File: config.mk
export PLATFORM = sky130hd
export DESIGN_NAME = writeback_stage_flat
export DESIGN_NICKNAME = d
export VERILOG_FILES = /design/src/rtl/writeback_stage_if.sv /design/src/rtl/writeback_stage.sv /design/src/flat_wrapper.sv
export SDC_FILE = /design/constraint.sdc
export NUM_CORES = 1
export LEC_CHECK = 0
export BUFFER_PORTS_ARGS = -buffer_cell sky130_fd_sc_hd__buf_2
export CORE_UTILIZATION = 50
export CTS_CLUSTER_SIZE = 8
export DETAILED_ROUTE_END_ITERATION = 6
export PLACE_DENSITY_LB_ADDON = 0.12
export SETUP_SLACK_MARGIN = 0.3
export SYNTH_ARGS = -nofsm -noshare
export SYNTH_HDL_FRONTEND = slang
export SYNTH_SLANG_ARGS = --single-unit
File: constraint.sdc
create_clock -name clock -period 3.1 [get_ports clock]
set_clock_uncertainty 0.15 [all_clocks]
set_input_delay 0.155 -clock clock [delete_from_list [all_inputs] [get_ports clock]]
set_output_delay 0.155 -clock clock [all_outputs]
set_load 0.1 [all_outputs]
File: src/rtl/writeback_stage_if.sv
// rtl/writeback_stage_if.sv - retiring-instruction handshake bus into the writeback stage
interface writeback_stage_if #(
    parameter int REG_ADDR_WIDTH = 5
);
    logic                      inValid;
    logic                      inReady;
    logic                      inRegWrite;
    logic                      inIsLoad;
    logic [REG_ADDR_WIDTH-1:0] inRd;
    logic [31:0]               inResult;
    logic [2:0]                inFunct3;
    logic [1:0]                inAddrLow;

    modport master (
        output inValid, inRegWrite, inIsLoad, inRd, inResult, inFunct3, inAddrLow,
        input  inReady
    );

    modport slave (
        input  inValid, inRegWrite, inIsLoad, inRd, inResult, inFunct3, inAddrLow,
        output inReady
    );
endinterface

File: src/rtl/writeback_stage.sv
// rtl/writeback_stage.sv - writeback stage: load align/extend, register file write port, retire counter
// Optional misaligned load trap enabled by defining WB_MISALIGN_TRAP_EN.
module writeback_stage #(
    parameter int REG_ADDR_WIDTH = 5,
    parameter int COUNT_WIDTH    = 32
) (
    input  logic                      clock,
    input  logic                      reset,
    writeback_stage_if.slave          up,
    input  logic                      memRespValid,
    input  logic [31:0]               memRespData,
    output logic                      writeEnable,
    output logic [REG_ADDR_WIDTH-1:0] writeAddress,
    output logic [31:0]               writeData,
`ifdef WB_MISALIGN_TRAP_EN
    output logic                      misalignTrap,
`endif
    output logic [COUNT_WIDTH-1:0]    retireCount
);
    typedef enum logic [1:0] {IDLE, WAIT_MEM, WRITE} state_t;

    state_t                    state;
    logic [REG_ADDR_WIDTH-1:0] rd_q;
    logic                      reg_write_q;
    logic [2:0]                funct3_q;
    logic [1:0]                addr_low_q;

    logic        accept;
    logic [7:0]  byte_sel;
    logic [15:0] half_sel;
    logic [31:0] load_data;
    logic        misaligned;

    assign up.inReady = (state != WAIT_MEM);
    assign accept     = up.inValid && up.inReady;

    always_comb begin
        byte_sel = memRespData[7:0];
        case (addr_low_q)
            2'd1:    byte_sel = memRespData[15:8];
            2'd2:    byte_sel = memRespData[23:16];
            2'd3:    byte_sel = memRespData[31:24];
            default: byte_sel = memRespData[7:0];
        endcase
        // Halfword select ignores addrLow[0]: misaligned halves read aligned down.
        half_sel = addr_low_q[1] ? memRespData[31:16] : memRespData[15:0];

        load_data = memRespData;
        case (funct3_q)
            3'b000:  load_data = {{24{byte_sel[7]}}, byte_sel};
            3'b001:  load_data = {{16{half_sel[15]}}, half_sel};
            3'b100:  load_data = {24'd0, byte_sel};
            3'b101:  load_data = {16'd0, half_sel};
            default: load_data = memRespData;
        endcase

`ifdef WB_MISALIGN_TRAP_EN
        case (funct3_q)
            3'b000, 3'b100: misaligned = 1'b0;
            3'b001, 3'b101: misaligned = addr_low_q[0];
            default:        misaligned = (addr_low_q != 2'd0);
        endcase
`else
        misaligned = 1'b0;
`endif
    end

    always_ff @(posedge clock or posedge reset) begin
        if (reset) begin
            state        <= IDLE;
            rd_q         <= '0;
            reg_write_q  <= 1'b0;
            funct3_q     <= 3'd0;
            addr_low_q   <= 2'd0;
            writeEnable  <= 1'b0;
            writeAddress <= '0;
            writeData    <= 32'd0;
            retireCount  <= '0;
`ifdef WB_MISALIGN_TRAP_EN
            misalignTrap <= 1'b0;
`endif
        end else begin
            writeEnable <= 1'b0;
`ifdef WB_MISALIGN_TRAP_EN
            misalignTrap <= 1'b0;
`endif
            case (state)
                IDLE, WRITE: begin
                    if (accept) begin
                        if (up.inIsLoad) begin
                            rd_q        <= up.inRd;
                            reg_write_q <= up.inRegWrite;
                            funct3_q    <= up.inFunct3;
                            addr_low_q  <= up.inAddrLow;
                            state       <= WAIT_MEM;
                        end else begin
                            // Non-loads drive the write port straight away so they retire next cycle.
                            writeAddress <= up.inRd;
                            writeData    <= up.inResult;
                            writeEnable  <= up.inRegWrite && (up.inRd != '0);
                            retireCount  <= retireCount + COUNT_WIDTH'(1);
                            state        <= WRITE;
                        end
                    end else begin
                        state <= IDLE;
                    end
                end
                WAIT_MEM: begin
                    if (memRespValid) begin
                        writeAddress <= rd_q;
                        writeData    <= load_data;
                        writeEnable  <= reg_write_q && (rd_q != '0) && !misaligned;
`ifdef WB_MISALIGN_TRAP_EN
                        misalignTrap <= misaligned;
`endif
                        retireCount  <= retireCount + COUNT_WIDTH'(1);
                        state        <= WRITE;
                    end
                end
                default: state <= IDLE;
            endcase
        end
    end
endmodule

File: src/flat_wrapper.sv
// flat-port wrapper written by rule: the top's interface ports become plain ports
module writeback_stage_flat 
#(
    parameter int REG_ADDR_WIDTH = 5,
    parameter int COUNT_WIDTH    = 32
)
  (clock, reset, memRespValid, memRespData, writeEnable, writeAddress, writeData, retireCount, up_inValid, up_inRegWrite, up_inIsLoad, up_inRd, up_inResult, up_inFunct3, up_inAddrLow, up_inReady);
  writeback_stage_if #(.REG_ADDR_WIDTH(REG_ADDR_WIDTH)) up_i ();
  input  logic clock;
  input  logic reset;
  input  logic memRespValid;
  input  logic [31:0] memRespData;
  output logic writeEnable;
  output logic [REG_ADDR_WIDTH-1:0] writeAddress;
  output logic [31:0] writeData;
  output logic [COUNT_WIDTH-1:0] retireCount;
  input wire logic [$bits(up_i.inValid)-1:0] up_inValid;
  input wire logic [$bits(up_i.inRegWrite)-1:0] up_inRegWrite;
  input wire logic [$bits(up_i.inIsLoad)-1:0] up_inIsLoad;
  input wire logic [$bits(up_i.inRd)-1:0] up_inRd;
  input wire logic [$bits(up_i.inResult)-1:0] up_inResult;
  input wire logic [$bits(up_i.inFunct3)-1:0] up_inFunct3;
  input wire logic [$bits(up_i.inAddrLow)-1:0] up_inAddrLow;
  output wire logic [$bits(up_i.inReady)-1:0] up_inReady;
  assign up_i.inValid = up_inValid;
  assign up_i.inRegWrite = up_inRegWrite;
  assign up_i.inIsLoad = up_inIsLoad;
  assign up_i.inRd = up_inRd;
  assign up_i.inResult = up_inResult;
  assign up_i.inFunct3 = up_inFunct3;
  assign up_i.inAddrLow = up_inAddrLow;
  assign up_inReady = up_i.inReady;
  writeback_stage #(.REG_ADDR_WIDTH(REG_ADDR_WIDTH), .COUNT_WIDTH(COUNT_WIDTH)) u_core (.clock(clock), .reset(reset), .up(up_i), .memRespValid(memRespValid), .memRespData(memRespData), .writeEnable(writeEnable), .writeAddress(writeAddress), .writeData(writeData), .retireCount(retireCount));
endmodule
# == Word level (Yosys, flattened, before mapping) ==
# Index checks and enable logic that the tools add are counted.
# op_classes
addsub,1
multipliers,0
div,0
n_lt_le_gt_ge,0
eq_ne,12
shifts,0
n_mux,23
n_bitwise,0
reduce_logical,11
# op_table
op,n
2-to-1 mux 32 bit,6
one-hot mux 32 bit (2 select lines),2
one-hot mux 32 bit (4 select lines),1
"adder 32 x 1 -> 32 bit, second input constant",1
one-hot mux 8 bit (3 select lines),1
2-to-1 mux 16 bit,1
2-to-1 mux 5 bit,3
one-hot mux 5 bit (2 select lines),1
nonzero test 5 bit,2
"equality test 2 bit, second input constant",3
"equality test 3 bit, second input constant",2
2-to-1 mux 2 bit,3
"equality test 2 x 1 -> 1 bit, second input constant",2
"inequality test 2 x 1 -> 1 bit, second input constant",2
"inequality test 2 bit, second input constant",2
one-hot mux 2 bit (2 select lines),1
AND reduction 4 bit,1
"equality test 3 x 1 -> 1 bit, second input constant",1
logical AND 1 bit,3
logical NOT 3 bit,1
2-to-1 mux 1 bit,3
AND reduction 3 bit,1
logical NOT 2 bit,1
one-hot mux 1 bit (2 select lines),1
2 further kinds,2
# word_totals
ff_bits,83
latch_bits,0
ram_bits,0
mem_bits_ro,0
in_bits,80
mem_count,0

# == Depth between registers and ports, before layout ==
# logic_depth
ltp_word,5
ltp_mapped,8

# == Worst setup path before layout ==
# OpenSTA, ideal clock, no wires.
# synth_path
kind,reg-to-reg
from,register u_core.retireCount[4]
to,register u_core.retireCount[27]
setup_ps,163
arrival_ps,2057
t_required_ps,2787
setup_slack_ps,730
stages_incl_launch_ff,5
n_path_buf,0
path_cell_list,dfrtp_1 and4_2 nand4_2 nor4_1 xor2_1
# synth_between
elab_chain_cells,4
elab_cells_between_ends,5
# synth_lines
element,line,text
from (decl),writeback_stage.sv:18,output logic [COUNT_WIDTH-1:0] retireCount
from (signal assigned),writeback_stage.sv:101,retireCount <= retireCount + COUNT_WIDTH'(1);
from (signal assigned),writeback_stage.sv:116,retireCount <= retireCount + COUNT_WIDTH'(1);
adder 32 x 1 -> 32 bit *,"writeback_stage.sv:101, writeback_stage.sv:116",
2-to-1 mux 32 bit,writeback_stage.sv:90,if (up.inIsLoad) begin
2-to-1 mux 32 bit,writeback_stage.sv:89,if (accept) begin
one-hot mux 32 bit (2 select lines) *,writeback_stage.sv:87,case (state)
# Every way passes the cells marked *; elsewhere a longest branch is shown, timed or not. The select of a mux whose other input is x is not followed.
# A chain may end at the register's enable or synchronous reset.

# == Worst setup path after layout ==
# layout_path
from,register u_core.addr_low_q[1]
to,register u_core.writeData[14]
# layout_between
elab_chain_cells,5
elab_cells_between_ends,8
# layout_lines
element,line,text
from (decl),writeback_stage.sv:26,logic [1:0] addr_low_q;
from (signal assigned),writeback_stage.sv:94,addr_low_q <= up.inAddrLow;
equality test 2 bit / equality test 2 x 1 -> 1 bit (equally long branches),writeback_stage.sv:39,case (addr_low_q)
one-hot mux 8 bit (3 select lines),writeback_stage.sv:39,
one-hot mux 32 bit (4 select lines) *,writeback_stage.sv:49,case (funct3_q)
2-to-1 mux 32 bit *,writeback_stage.sv:109,if (memRespValid) begin
one-hot mux 32 bit (2 select lines) *,writeback_stage.sv:87,
to (signal assigned),writeback_stage.sv:99,writeData <= up.inResult;
to (signal assigned),writeback_stage.sv:111,writeData <= load_data;
to (decl),writeback_stage.sv:14,"output logic [31:0] writeData,"
# Marks and branches as above.

==> flow_metrics.py <==
metrics = {
    "drt": {
        "viasPerCell": 5.488,
        "first_pass_iters": 4,
        "postRouteWirelength_um": 12590,
        "antenna_violating_nets_post_route": 0,
        "drt-wirelength-per-cell_um": 16.74,
        "number_of_violations_reported_at_the_end_of_detailed_routing_iteration_0": 202,
        "via_count": 4127,
        "detail_route.drc_violations": 0,
    },
    "setup_path": {
        "worstPathBufferInverterCount": 2,
        "start_kind": "register",
        "timing.critical_path.fanout_max": 20,
        "worstPathRequired_ns": 3.18,
        "timing.critical_path.cells": "buf_4 -> mux4_2 -> a21o_1 -> o221ai_1 -> nand3_1 -> dlygate4sd3_1",
        "arrival_ns": 2.71,
        "critical_path.max_stage_delay_ns": 0.59,
        "cp_slowest_cell": "sky130_fd_sc_hd__mux4_2",
        "worst_setup_path_end_kind": "register",
        "critical_path_class": "register to register",
        "critPathTopFamily": "buffers and inverters",
    },
    "die": {
        "die_h_um": 95.12,
        "core-area_sq_um": 8299,
        "placement_rows": 33,
        "floorplan.die.width_um": 95.12,
        "design.die.area_sq_um": 9047,
        "num_io_pins": 151,
        "floorplan.initialDensity_pct": 52.24,
    },
    "layout": {
        "final_area_sq_um": 6028,
        "final_nets": 723,
        "ff_latch_area_sq_um": 2078,
        "flow.area_growth_from_synthesis_pct": 39.05,
        "area_used_by_multi_input_combinational_logic_sq_um": 2095,
        "drive_gt1_share_pct": 32.15,
        "fill_cells": 616,
        "finish.cell_count_without_fillers": 752,
        "n_antenna_cell": 0,
    },
    "clocking": {
        "cts.htree.levels": 3,
        "max-clock-path-buffers": 2,
        "ctsRootBufferMaster": "sky130_fd_sc_hd__clkbuf_8",
        "cts-buffers-inserted": 9,
        "clock_transition_time_at_the_flip_flop_clock_pins_of_the_worst_setup_and_hold_paths_ns": 0.08,
        "cts_tree": "built",
        "clk_latency_ns": 0.35,
        "cts_post_setup_buffers_inserted": 0,
        "tritoncts_num_sinks": 83,
    },
    "grt": {
        "grt_antenna_before_repair": 0,
        "via_count_of_the_first_global_routing_pass": 4100,
        "global_route.usage.total_pct": 29.11,
        "first_pass_grt_wire_length_um": 20120,
        "gr-total-overflow": 0,
        "pin_count_of_the_biggest_net_entering_global_routing": 41,
    },
    "logic_synthesis": {
        "count_of_cell_types_in_the_netlist": 53,
        "synth-main-ff-cell": "sky130_fd_sc_hd__dfrtp_1",
        "synth_area_sq_um": 4335,
        "postSynth.asyncResetShare_pct": 100.0,
        "syn_area_per_cell_sq_um": 10.13,
        "syn_nets": 509,
        "synth.ff_latch_count": 83,
        "number_of_flops_mapped_to_enable_cells_by_yosys": 0,
        "synth_seq_area_share_pct": 47.91,
        "syn_inst": 428,
        "ys_warn_count": 0,
    },
    "place": {
        "dp_cells": 663,
        "port_buffers": 150,
        "place_hpwl_um": 8575,
        "place_area_sq_um": 5122,
        "finalWeightedCongestion": 0.8431,
    },
    "timing": {
        "final-hold-violation-count": 0,
        "slew_headroom_pct": 49.37,
        "rsz0062_at_grt": "no",
        "time_the_worst_path_needs_with_i_o_delays_and_setup_ns": 2.629,
        "report.final.slew_viol_count": 0,
        "part_of_the_cycle_the_worst_path_needs_pct": 84.80,
        "maxClockFrequency_ghz": 0.3804,
        "setup_viol_count_final": 0,
        "worstMarginPinSlew_ns": 0.7587,
        "setup-tns-final_ns": 0,
    },
    "pwr": {
        "fraction_of_power_consumed_by_the_clock_network_pct": 15.2,
        "switching_power_mw": 2.421,
        "pwr-share-comb_pct": 52.6,
        "internal_mw": 2.189,
        "pwr-share-seq_pct": 32.2,
        "sw_frac_of_total_pct": 52.52,
        "pwr_density_cell_nw_per_um2": 764.6,
        "power.ir.vdd_worst_mv": 0.4299,
        "p_leak_nw": 2.924,
    },
    "flow_run": {
        "drv_cap": 0,
    },
    "hold_path": {
        "min_path_type": "input port to register",
    },
    "run_status": {
        "run_status": "finished, final reports clean",
    },
}
metal layers:
layer | routed length [um] | vias to the layer above | track usage [%] | part of all wire, %
li1 | - | 1964 | - | -
met1 | 5317 | 1990 | 38.01 | 42
met5 | 0 | - | 0 | 0
met3 | 754 | 19 | 5.104 | 6.0
met4 | 236 | 0 | 10.23 | 1.9
met2 | 6281 | 154 | 48.51 | 50
layout by cell type, fill, tap and decap left out, drive strengths merged, types with 10 or more instances in the layout:
cell type and count:
a211oi 16, buf 156, clkbuf 12, dfrtp 83, dlygate4sd3 73, mux2 12, mux2i 15, nand2 59
nand3 18, nand4 13, nor2 31, nor2b 10, nor3 25, o21ai 17, xnor2 15, xor2 16
cell type report:
class | instances | share of cell area, %
clock buffers | 12 | 2.408
clock inverters | 4 | 0.4359
inverters | 6 | 0.4359
multi-input cells | 313 | 34.74
flip-flops and latches | 83 | 34.47
well taps | 105 | 2.179
repair buffers | 229 | 25.32
sequential cells by signal (all words and copies together), names as in the netlist, 2 cells and up:
register             count
u_core.rd_q              5
u_core.funct3_q          3
u_core.writeData        32
u_core.state             2
u_core.addr_low_q        2
u_core.writeAddress      5
u_core.retireCount      32
metrics by stage:
step	setup WS [ns]	total power, mW	hold WS (ns)	util [%]
final	0.4712	4.609	0.006088	72.64
after global routing	0.3472	4.805	0.01361	72.64
after CTS	0.4060	4.611	0.0005528	72.59
after detailed placement	0.9391	3.722	0.1204	61.72
after global placement	1.011	3.676	0.1239	61.72
after floorplan	0.6582	3.305	0.1168	-
power groups by stage:
| stage | registers (mW) | clock network (mW) | logic (mW) |
|---|---|---|---|
| 2_1_floorplan | 2.75 | 0 | 0.556 |
| 3_3_place_gp | 1.49 | 0 | 2.19 |
| 3_5_place_dp | 1.50 | 0 | 2.22 |
| 4_1_cts | 1.48 | 0.718 | 2.41 |
| 5_1_grt | 1.51 | 0.768 | 2.52 |
| 6_report | 1.48 | 0.701 | 2.42 |
logic make-up (layout without fill, tap and decap cells):
family / Yosys count / in the layout / share of synthesized area (%)
adders and majority gates: 1 / 1 / 0.2886
DFF: 83 / 83 / 47.91
and+or+nand+nor: 184 / 184 / 21.56
xor gates and xnor gates: 31 / 31 / 6.263
muxes: 28 / 28 / 7.186
AOI/OAI and AO/OA: 69 / 69 / 12.96
buffers and inverters: 32 / 251 / 3.838
synthesized netlist by cell type, types with 3 or more instances:
master                     instances  area, sq um
sky130_fd_sc_hd__a211oi_1          6        45.04
sky130_fd_sc_hd__a211oi_2         10        125.1
sky130_fd_sc_hd__a21oi_1           7        35.03
sky130_fd_sc_hd__a221oi_1          6        52.55
sky130_fd_sc_hd__a31oi_1           5        31.28
sky130_fd_sc_hd__and3_1            9        56.30
sky130_fd_sc_hd__buf_2            10        50.05
sky130_fd_sc_hd__buf_4             3        22.52
sky130_fd_sc_hd__buf_6             3        33.78
sky130_fd_sc_hd__clkbuf_1         10        37.54
sky130_fd_sc_hd__dfrtp_1          83         2077
sky130_fd_sc_hd__inv_1             5        18.77
sky130_fd_sc_hd__mux2_2           11        123.9
sky130_fd_sc_hd__mux2i_1          15        150.1
sky130_fd_sc_hd__nand2_1          59        221.5
sky130_fd_sc_hd__nand3_1          18        90.09
sky130_fd_sc_hd__nand4_1          12        75.07
sky130_fd_sc_hd__nor2_1           30        112.6
sky130_fd_sc_hd__nor2b_1          10        62.56
sky130_fd_sc_hd__nor3_1           25        125.1
sky130_fd_sc_hd__o21ai_0           5        25.02
sky130_fd_sc_hd__o21ai_1          11        55.05
sky130_fd_sc_hd__o221ai_1          8        70.07
sky130_fd_sc_hd__xnor2_1          15        131.4
sky130_fd_sc_hd__xor2_1           16        140.1
what timing repair did:
item,in CTS,in global routing
setup endpoints to repair,0,20
hold endpoints to repair,88,0
gates resized for setup,0,3
hold buffers,73,0
worst register-to-register path, cell delays in order, from the launching register on:
cell and delay [ns]:
sky130_fd_sc_hd__dfrtp_1 0.33, sky130_fd_sc_hd__buf_4 0.27, sky130_fd_sc_hd__mux4_2 0.59, sky130_fd_sc_hd__a21o_1 0.27, sky130_fd_sc_hd__o221ai_1 0.24, sky130_fd_sc_hd__nand3_1 0.10, sky130_fd_sc_hd__dlygate4sd3_1 0.56
path summary, 6_finish.rpt:
path	startpoint	end	slack (ns)	depth (start not counted)
hold reg to reg	u_core.retireCount[31]$_DFFE_PP0P_	u_core.retireCount[31]$_DFFE_PP0P_	0.33	1
max in group asynchronous	reset	u_core.retireCount[22]$_DFFE_PP0P_	1.63	4
min in group asynchronous	reset	u_core.writeData[30]$_DFFE_PP0P_	0.28	3
setup / recovery	u_core.addr_low_q[1]$_DFFE_PP0P_	u_core.writeData[14]$_DFFE_PP0P_	0.47	6
hold / removal	up_inResult[31]	u_core.writeData[31]$_DFFE_PP0P_	0.006	3
setup reg to reg	u_core.addr_low_q[1]$_DFFE_PP0P_	u_core.writeData[14]$_DFFE_PP0P_	0.47	6
Power figures use the tool's default switching activity.
